$ cat src/rtl/serial_pkt_ctrl_if.sv
// Byte-stream and packet-status bundle between the serial receiver, the packet
// controller and the downstream byte consumer.
interface serial_pkt_ctrl_if;
    logic [7:0] rx_byte;
    logic       rx_done;
    logic [7:0] out_byte;
    logic       out_last;
    logic       out_valid;
    logic       out_ready;
    logic       pkt_ok;
    logic       pkt_err;
    logic [2:0] err_code;
    logic       busy;

    // slave: the packet controller itself
    modport slave (
        input  rx_byte, rx_done, out_ready,
        output out_byte, out_last, out_valid, pkt_ok, pkt_err, err_code, busy
    );

    // master: the surrounding receiver/consumer environment
    modport master (
        output rx_byte, rx_done, out_ready,
        input  out_byte, out_last, out_valid, pkt_ok, pkt_err, err_code, busy
    );
endinterface

$ cat src/rtl/serial_pkt_ctrl.sv
// Sync-hunting, length-prefixed frame parser feeding a payload FIFO with per-packet status.
// Optional inter-byte timeout enabled by defining SERIAL_PKT_TIMEOUT_EN.
module serial_pkt_ctrl #(
    parameter logic [7:0] SYNC       = 8'hA5,
    parameter int         MAX_LEN    = 16,
    parameter int         FIFO_DEPTH = 4,
    parameter int         TIMEOUT    = 200
) (
    input  logic              clk,
    input  logic              reset,
    serial_pkt_ctrl_if.slave  bus
);

    localparam int         AW        = $clog2(FIFO_DEPTH);
    localparam logic [7:0] MAX_LEN_B = 8'(MAX_LEN);

    generate
        if (FIFO_DEPTH < 2 || (FIFO_DEPTH & (FIFO_DEPTH - 1)) != 0) begin : g_bad_depth
            $error("serial_pkt_ctrl: FIFO_DEPTH must be a power of two >= 2");
        end
        if (MAX_LEN < 1 || MAX_LEN > 255) begin : g_bad_max_len
            $error("serial_pkt_ctrl: MAX_LEN must be in 1..255");
        end
        if (TIMEOUT < 1) begin : g_bad_timeout
            $error("serial_pkt_ctrl: TIMEOUT must be >= 1");
        end
    endgenerate

    typedef enum logic [1:0] {
        S_HUNT,
        S_LEN,
        S_PAYLOAD,
        S_CSUM
    } state_t;

    state_t      state_reg, state_next;
    logic [7:0]  count_reg, count_next;
    logic [7:0]  sum_reg, sum_next;
    logic        ovf_reg, ovf_next;
    logic        pkt_ok_reg, pkt_ok_next;
    logic        pkt_err_reg, pkt_err_next;
    logic [2:0]  err_code_reg, err_code_next;

    logic [AW:0] wr_ptr_reg, rd_ptr_reg;
    logic [8:0]  mem [FIFO_DEPTH];
    logic        fifo_empty, fifo_full;
    logic        push_req, push, pop;
    logic [7:0]  csum_total;
    logic        timeout_hit;

    // Extra pointer bit distinguishes full from empty when the indices match.
    assign fifo_empty = (wr_ptr_reg == rd_ptr_reg);
    assign fifo_full  = (wr_ptr_reg[AW] != rd_ptr_reg[AW]) &&
                        (wr_ptr_reg[AW-1:0] == rd_ptr_reg[AW-1:0]);
    assign pop        = !fifo_empty && bus.out_ready;
    assign push       = push_req && (!fifo_full || pop);
    assign csum_total = sum_reg + bus.rx_byte;

`ifdef SERIAL_PKT_TIMEOUT_EN
    localparam int TW = $clog2(TIMEOUT + 1);

    logic [TW-1:0] idle_reg;

    // Fires on the TIMEOUT-th consecutive silent cycle since the last byte.
    assign timeout_hit = (state_reg != S_HUNT) && !bus.rx_done &&
                         (idle_reg == TW'(TIMEOUT - 1));

    always_ff @(posedge clk or negedge reset) begin
        if (!reset) begin
            idle_reg <= '0;
        end else if (state_reg == S_HUNT || bus.rx_done || timeout_hit) begin
            idle_reg <= '0;
        end else begin
            idle_reg <= idle_reg + 1'b1;
        end
    end
`else
    assign timeout_hit = 1'b0;
`endif

    always_comb begin
        state_next    = state_reg;
        count_next    = count_reg;
        sum_next      = sum_reg;
        ovf_next      = ovf_reg;
        pkt_ok_next   = 1'b0;
        pkt_err_next  = 1'b0;
        err_code_next = err_code_reg;
        push_req      = 1'b0;

        if (timeout_hit) begin
            pkt_err_next  = 1'b1;
            err_code_next = 3'd4;
            ovf_next      = 1'b0;
            count_next    = 8'd0;
            sum_next      = 8'd0;
            state_next    = S_HUNT;
        end else if (bus.rx_done) begin
            case (state_reg)
                S_HUNT: begin
                    if (bus.rx_byte == SYNC) begin
                        state_next = S_LEN;
                    end
                end
                S_LEN: begin
                    // A SYNC value here is a length, not a resync.
                    if (bus.rx_byte == 8'd0 || bus.rx_byte > MAX_LEN_B) begin
                        pkt_err_next  = 1'b1;
                        err_code_next = 3'd1;
                        state_next    = S_HUNT;
                    end else begin
                        count_next = bus.rx_byte;
                        sum_next   = bus.rx_byte;
                        state_next = S_PAYLOAD;
                    end
                end
                S_PAYLOAD: begin
                    push_req   = 1'b1;
                    sum_next   = sum_reg + bus.rx_byte;
                    count_next = count_reg - 8'd1;
                    // Parsing carries on through an overflow; the verdict comes at CSUM.
                    if (fifo_full && !pop) begin
                        ovf_next = 1'b1;
                    end
                    if (count_reg == 8'd1) begin
                        state_next = S_CSUM;
                    end
                end
                S_CSUM: begin
                    if (ovf_reg) begin
                        pkt_err_next  = 1'b1;
                        err_code_next = 3'd3;
                    end else if (csum_total == 8'd0) begin
                        pkt_ok_next   = 1'b1;
                        err_code_next = 3'd0;
                    end else begin
                        pkt_err_next  = 1'b1;
                        err_code_next = 3'd2;
                    end
                    ovf_next   = 1'b0;
                    count_next = 8'd0;
                    sum_next   = 8'd0;
                    state_next = S_HUNT;
                end
                default: begin
                    state_next = S_HUNT;
                end
            endcase
        end
    end

    always_ff @(posedge clk or negedge reset) begin
        if (!reset) begin
            state_reg    <= S_HUNT;
            count_reg    <= 8'd0;
            sum_reg      <= 8'd0;
            ovf_reg      <= 1'b0;
            pkt_ok_reg   <= 1'b0;
            pkt_err_reg  <= 1'b0;
            err_code_reg <= 3'd0;
        end else begin
            state_reg    <= state_next;
            count_reg    <= count_next;
            sum_reg      <= sum_next;
            ovf_reg      <= ovf_next;
            pkt_ok_reg   <= pkt_ok_next;
            pkt_err_reg  <= pkt_err_next;
            err_code_reg <= err_code_next;
        end
    end

    always_ff @(posedge clk or negedge reset) begin
        if (!reset) begin
            wr_ptr_reg <= '0;
            rd_ptr_reg <= '0;
        end else begin
            if (push) begin
                wr_ptr_reg <= wr_ptr_reg + 1'b1;
            end
            if (pop) begin
                rd_ptr_reg <= rd_ptr_reg + 1'b1;
            end
        end
    end

    // Storage needs no reset: the pointers alone define what is valid.
    always_ff @(posedge clk) begin
        if (push) begin
            mem[wr_ptr_reg[AW-1:0]] <= {(count_reg == 8'd1), bus.rx_byte};
        end
    end

    assign bus.out_valid = !fifo_empty;
    assign bus.out_byte  = fifo_empty ? 8'h00 : mem[rd_ptr_reg[AW-1:0]][7:0];
    assign bus.out_last  = fifo_empty ? 1'b0  : mem[rd_ptr_reg[AW-1:0]][8];
    assign bus.pkt_ok    = pkt_ok_reg;
    assign bus.pkt_err   = pkt_err_reg;
    assign bus.err_code  = err_code_reg;
    assign bus.busy      = (state_reg != S_HUNT);

endmodule

$ cat src/flat_wrapper.sv
// flat-port wrapper written by rule: the top's interface ports become plain ports
module serial_pkt_ctrl_flat 
#(
    parameter logic [7:0] SYNC       = 8'hA5,
    parameter int         MAX_LEN    = 16,
    parameter int         FIFO_DEPTH = 4,
    parameter int         TIMEOUT    = 200
)
  (clk, reset, bus_rx_byte, bus_rx_done, bus_out_ready, bus_out_byte, bus_out_last, bus_out_valid, bus_pkt_ok, bus_pkt_err, bus_err_code, bus_busy);
  serial_pkt_ctrl_if bus_i ();
  input  logic clk;
  input  logic reset;
  input wire logic [$bits(bus_i.rx_byte)-1:0] bus_rx_byte;
  input wire logic [$bits(bus_i.rx_done)-1:0] bus_rx_done;
  input wire logic [$bits(bus_i.out_ready)-1:0] bus_out_ready;
  output wire logic [$bits(bus_i.out_byte)-1:0] bus_out_byte;
  output wire logic [$bits(bus_i.out_last)-1:0] bus_out_last;
  output wire logic [$bits(bus_i.out_valid)-1:0] bus_out_valid;
  output wire logic [$bits(bus_i.pkt_ok)-1:0] bus_pkt_ok;
  output wire logic [$bits(bus_i.pkt_err)-1:0] bus_pkt_err;
  output wire logic [$bits(bus_i.err_code)-1:0] bus_err_code;
  output wire logic [$bits(bus_i.busy)-1:0] bus_busy;
  assign bus_i.rx_byte = bus_rx_byte;
  assign bus_i.rx_done = bus_rx_done;
  assign bus_i.out_ready = bus_out_ready;
  assign bus_out_byte = bus_i.out_byte;
  assign bus_out_last = bus_i.out_last;
  assign bus_out_valid = bus_i.out_valid;
  assign bus_pkt_ok = bus_i.pkt_ok;
  assign bus_pkt_err = bus_i.pkt_err;
  assign bus_err_code = bus_i.err_code;
  assign bus_busy = bus_i.busy;
  serial_pkt_ctrl #(.SYNC(SYNC), .MAX_LEN(MAX_LEN), .FIFO_DEPTH(FIFO_DEPTH), .TIMEOUT(TIMEOUT)) u_core (.clk(clk), .reset(reset), .bus(bus_i));
endmodule
$ cat config.mk
export PLATFORM = sky130hd
export DESIGN_NAME = serial_pkt_ctrl_flat
export DESIGN_NICKNAME = d
export VERILOG_FILES = /design/src/rtl/serial_pkt_ctrl_if.sv /design/src/rtl/serial_pkt_ctrl.sv /design/src/flat_wrapper.sv
export SDC_FILE = /design/constraint.sdc
export NUM_CORES = 1
export LEC_CHECK = 0
export BUFFER_PORTS_ARGS = -buffer_cell sky130_fd_sc_hd__buf_2
export CAP_MARGIN = 5
export CORE_MARGIN = 8
export CORE_UTILIZATION = 59
export CTS_CLUSTER_SIZE = 24
export DETAILED_ROUTE_END_ITERATION = 16
export MAX_ROUTING_LAYER = met4
export PLACE_DENSITY = 0.81
export SETUP_SLACK_MARGIN = 0.2
export SYNTH_ARGS = -nofsm -noshare
export SYNTH_HDL_FRONTEND = slang
export SYNTH_SLANG_ARGS = --single-unit
export TNS_END_PERCENT = 50
$ cat constraint.sdc
create_clock -name clk -period 3 [get_ports clk]
set_input_delay 0.45 -clock clk [delete_from_list [all_inputs] [get_ports clk]]
set_output_delay 0.45 -clock clk [all_outputs]
set_load 0.05 [all_outputs]
# After elaboration in Yosys (flattened, before gate mapping)
# Memory sizes are Yosys's and may differ from the RTL's.
# Index checks and enable logic that the tools add are counted.
# totals
romBits	0
mem_bits_rw	36
reg_bits	30
input_bits	12
elab_cells	76
mem_count	1
output_inout_bits	16
latch_bits	0
# memory_table
name	words	width	rd	rd_ports_with_merged_regs	write_ports	line	source
u_core.mem	4	9	1	0	1	serial_pkt_ctrl.sv:45	logic [8:0] mem [FIFO_DEPTH];
# classes
reduce_logical	20
eq_ne	13
n_lt_le_gt_ge	1
add_sub_neg	4
mux	28
bitwise	0
div_mod_pow	0
multipliers	0
shifts	0
# ops
operator	count
$pmux W8 S3	2
$logic_not A8 Y1	2
$mux W8	2
$mux W1	14
$reduce_and A3 Y1	4
$add A8 B8 Y8	1
$eq A8 B1 Y1 const B	1
$eq A8 B8 Y1 const B	1
$gt A8 B5 Y1 const B	1
$mux W2	4
$ne A2 B1 Y1 const B	4
$pmux W2 S4	1
$sub A8 B1 Y8 const B	1
$add A3 B1 Y3 const B	2
$mux W3	2
$pmux W3 S2	1
$reduce_bool A2 Y1	3
$eq A2 B2 Y1 const B	2
$logic_and A1 B1 Y1	4
$pmux W1 S2	2
$eq A3 B3 Y1	1
$logic_not A1 Y1	3
$reduce_bool A3 Y1	1
$eq A2 B1 Y1 const B	1
other kinds (5)	6

# Longest topological paths before layout
# depth
ltp_word	7
mapped_depth	9
mapped_depth_nobuf	9

# Worst setup path after synthesis
# OpenSTA, ideal clock, no wires.
# synth_timing
kind	input port to flip-flop
startpoint	input bus_rx_byte[0]
endpoint	register u_core.err_code_reg[1], in the netlist u_core.bus.err_code[1]
setup_time_ps	121
arrival_ps	2206
path_buffers	0
path_slack_ps	673
cell_stages	8
cell_sequence	ha_1 inv_1 fa_1 xnor2_1 or4b_1 nor4_2 nand3_1 a22o_1
# synth_via
elab_chain_len	5
# synth_lines
item	line	source
start: declaration	flat_wrapper.sv:13	input wire logic [$bits(bus_i.rx_byte)-1:0] bus_rx_byte;
$add A8 B8 Y8	serial_pkt_ctrl.sv:57	assign csum_total = sum_reg + bus.rx_byte;
$logic_not A8 Y1	serial_pkt_ctrl.sv:133	end else if (csum_total == 8'd0) begin
$mux W2	serial_pkt_ctrl.sv:133	
$mux W3	serial_pkt_ctrl.sv:130	if (ovf_reg) begin
$pmux W3 S2	serial_pkt_ctrl.sv:99	case (state_reg)
end signal: assignment	serial_pkt_ctrl.sv:168	err_code_reg <= err_code_next;
end: declaration	serial_pkt_ctrl.sv:42	logic [2:0] err_code_reg, err_code_next;
# Several ways; a longest one is shown, not always the timed one.
# A chain may end at the register's enable or synchronous reset.

# Final worst setup path
# layout_timing
startpoint	register u_core.rd_ptr_reg[1]
endpoint	output bus_out_valid
# layout_via
elab_chain_len	2
# layout_lines
item	line	source
start: declaration	serial_pkt_ctrl.sv:44	logic [AW:0] wr_ptr_reg, rd_ptr_reg;
start signal: assignment	serial_pkt_ctrl.sv:181	rd_ptr_reg <= rd_ptr_reg + 1'b1;
$eq A3 B3 Y1	serial_pkt_ctrl.sv:52	assign fifo_empty = (wr_ptr_reg == rd_ptr_reg);
$logic_not A1 Y1	serial_pkt_ctrl.sv:193	assign bus.out_valid = !fifo_empty;
end: declaration	flat_wrapper.sv:18	output wire logic [$bits(bus_i.out_valid)-1:0] bus_out_valid;
# Every way passes these cells.

==> impl_metrics.csv <==
group,metric,value,unit
clock_network,ctsResizeCount,0,
placed_design,placed_area,3400,sq um
critical_path,path_delay_family,"flip-flops",
drt,viasPerCell,5.68,
sta,timing.hold.ws,134,ps
synth,ys_ff_latch,65,
synth,seq_area_frac_synth,0.564,
critical_path,worstPathCellList,"xnor2_1, and3_1, inv_1, buf_2",
floorplanning,core_area,5370,sq um
synth,yosys_warnings,0,
sta,tightest_slew,728,ps
sta,setup_tns,0,ps
clock_network,htreeDepth,3,
critical_path,reg2regPathDepth,8,
clock_network,cts_setup_buffers,0,
critical_path,crit_path_end_kind,"output port",
power,comb_power_share,0.389,
run,maxCapViolCount,0,
power,p_sw,1.22,mW
critical_path,cp.arrival,2000,ps
global_routing,grt_pass1_vias,2187,
synth,ys_types,45,
clock_network,clock-sinks,65,
sta,setup_viol,0,
floorplanning,ios,28,
drt,routedWlPerCell,17.1,microns
cells_and_area,postLayoutCoreUtil,0.670,
placed_design,dp.cells,354,
critical_path,cp_slowest_cell,"dfrtp_1",
sta,fin_crit_sh,0.815,
global_routing,gr-total-overflow,0,
floorplanning,die_h,89.7,microns
cells_and_area,antenna_cells,0,
worst_hold_path,hp-class,"input port to asynchronous set/reset pin",
sta,slew_headroom,0.514,
drt,first_iter_violations,152,
critical_path,start_kind,"register",
clock_network,cts-root-buf,"clkbuf_8",
clock_network,cts_buffers,9,
synth,synth.cell_area,3200,sq um
drt,postRouteAntennaNets,0,
drt,wl,6.32,mm
critical_path,path_depth,4,
cells_and_area,instances_no_fill,370,
run_status,outcome,"completed",
sta,finalCriticalPeriod,2450,ps
drt,drc,0,
cells_and_area,fin_nets,320,
placed_design,gp_congestion,0.876,
power,finalPower,3.07,mW
placed_design,dpl.hpwl,4.46,mm
floorplanning,die_w,89.7,microns
cells_and_area,syn_to_final_growth,12.3,%
placed_design,post-place-ws,377,ps
power,leakagePower,1.46,nW
floorplanning,start_util,0.596,
critical_path,critPathKind,"register to output port",
floorplanning,rows,27,
cells_and_area,fin_area,3600,sq um
power,p_seq_frac,0.371,
clock_network,path_clk_slew,70,ps
sta,rsz0062_at_grt,"false",
critical_path,path_buf_inv,2,
floorplanning,dieArea,8040,sq um
sta,maxSlewViolCount,0,
clock_network,insertion_delay,340,ps
cells_and_area,drive_gt1_frac,0.205,
synth,synth_area_leaders,"edfxtp_1 34%, dfrtp_1 23%, mux4_2 6.3%, ha_1 5.5%, o21ai_0 3.3%",
power,pwr-share-clk,0.240,
critical_path,required,2550,ps
synth,yosysTopAreaCell,"edfxtp_1",
placed_design,io_buffers,26,
clock_network,cts_tree,"yes",
synth,synthCells,261,
power,p_int,1.85,mW
synth,synth_top_area_share,0.338,
critical_path,crit_path_max_incr_delay,680,ps
critical_path,crit_fanout,12,
global_routing,grt_pass1_wl,10.6,mm
cells_and_area,fill_cells,391,
drt,first_pass_iters,4,
power,p_sw_frac,0.398,
synth,syn_avg_cell_area,12.3,sq um
global_routing,grt_use_total,0.186,
sta,fmax,409,MHz
synth,synth_nets,288,
drt,vias,2103,
sta,setup_slack,555,ps
clock_network,cts_buffer_depth,2,
power,ir_worst_vdd,551,uV
power,powerDensity,852,nW/um^2
sta,skew,7.62,ps
sta,finalHoldViolCount,0,
global_routing,grt_max_degree,30,
clock_network,cts_hold_buf,0,
global_routing,antenna_found_initial,0,
cells_and_area,largest_reg_flops,36,
==> synthesized netlist by cell type <==
library cell / count
mux2_2: 2
or3b_1: 1
o21bai_1: 1
nand2_1: 18
and3_1: 1
nor2b_1: 14
a31oi_1: 4
nor4b_2: 1
buf_1: 1
nor4_2: 2
and2_1: 5
nor2_1: 16
nand3_1: 2
o21ai_0: 21
o31ai_1: 4
a21oi_2: 1
o41ai_1: 1
inv_2: 1
or2b_1: 1
conb_1: 1
or3_1: 1
a21oi_1: 14
nand2b_1: 3
fa_1: 1
or4b_1: 1
a22o_1: 2
inv_1: 11
dfrtp_1: 29
clkbuf_1: 3
nor3_1: 10
edfxtp_1: 36
xor2_1: 4
buf_2: 1
ha_1: 14
a211oi_1: 1
a21o_1: 2
xnor2_1: 10
a41oi_1: 1
nand4_1: 2
nor2_2: 1
mux2i_1: 1
buf_4: 4
mux4_2: 9
nor4b_1: 1
a221oi_1: 1
==> logic make-up after synthesis <==
kind of cell | Yosys count | synth area share
buffers and inverters | 21 | 0.0297
adders and majority gates | 15 | 0.0609
muxes | 12 | 0.0734
xor gates and xnor gates | 14 | 0.0383
DFF | 65 | 0.564
other | 1 | 0.00117
and+or+nand+nor | 80 | 0.135
AOI/OAI and AO/OA | 53 | 0.0977
==> cell type report <==
type	instances	area (sq um)	area share
Clock buffer	10	138	0.0382
Clock inverter	6	57.6	0.0160
Inverter	12	45.0	0.0125
Multi-Input combinational cell	175	1300	0.362
Sequential cell	65	1810	0.502
Tap cell	72	90.1	0.0250
Timing Repair Buffer	30	160	0.0445
==> cell usage in the layout, fill, tap and decap left out, drive strengths merged, types with 3 or more instances in the layout <==
| master | count |
|---|---|
| a21oi | 15 |
| a31oi | 4 |
| and2 | 5 |
| buf | 30 |
| clkbuf | 10 |
| clkinv | 3 |
| dfrtp | 29 |
| edfxtp | 36 |
| ha | 14 |
| inv | 12 |
| mux4 | 9 |
| nand2 | 18 |
| nand2b | 3 |
| nor2 | 17 |
| nor2b | 14 |
| nor3 | 10 |
| o21ai | 21 |
| o31ai | 4 |
| xnor2 | 10 |
| xor2 | 4 |
==> power by group through the flow <==
stage	Sequential, mW	Clock [mW]	Combinational [mW]
after global placement	1.15	0	1.18
final	1.14	0.736	1.19
after CTS	1.14	0.746	1.21
after detailed placement	1.16	0	1.20
after global routing	1.15	0.785	1.31
after floorplan	1.11	0	1.00
==> path summary, 6_finish.rpt <==
path / start / to / slack [ps]
min in group clk: bus_rx_byte[6] / u_core.mem[0][6]$_DFFE_PP_ / 410
max in group asynchronous: reset / asynchronous set/reset pin / 2440
setup / recovery: u_core.rd_ptr_reg[1]$_DFFE_PN0P_ / bus_out_valid / 550
hold / removal: reset / u_core.sum_reg[0]$_DFFE_PN0P_ / 130
setup reg to reg: u_core.sum_reg[0]$_DFFE_PN0P_ / u_core.bus.err_code[1]$_DFFE_PN0P_ / 660
hold reg to reg: u_core.wr_ptr_reg[2]$_DFFE_PN0P_ / u_core.wr_ptr_reg[2]$_DFFE_PN0P_ / 490
==> per-layer routing <==
metal,wire (microns),share of wire,global-route usage
met1,2760,0.44,0.211
met2,3130,0.49,0.305
met3,292,0.046,0.0346
met4,142,0.022,0.101
met5,0,0,-
Note: power is estimated with default switching activity, not from simulation.
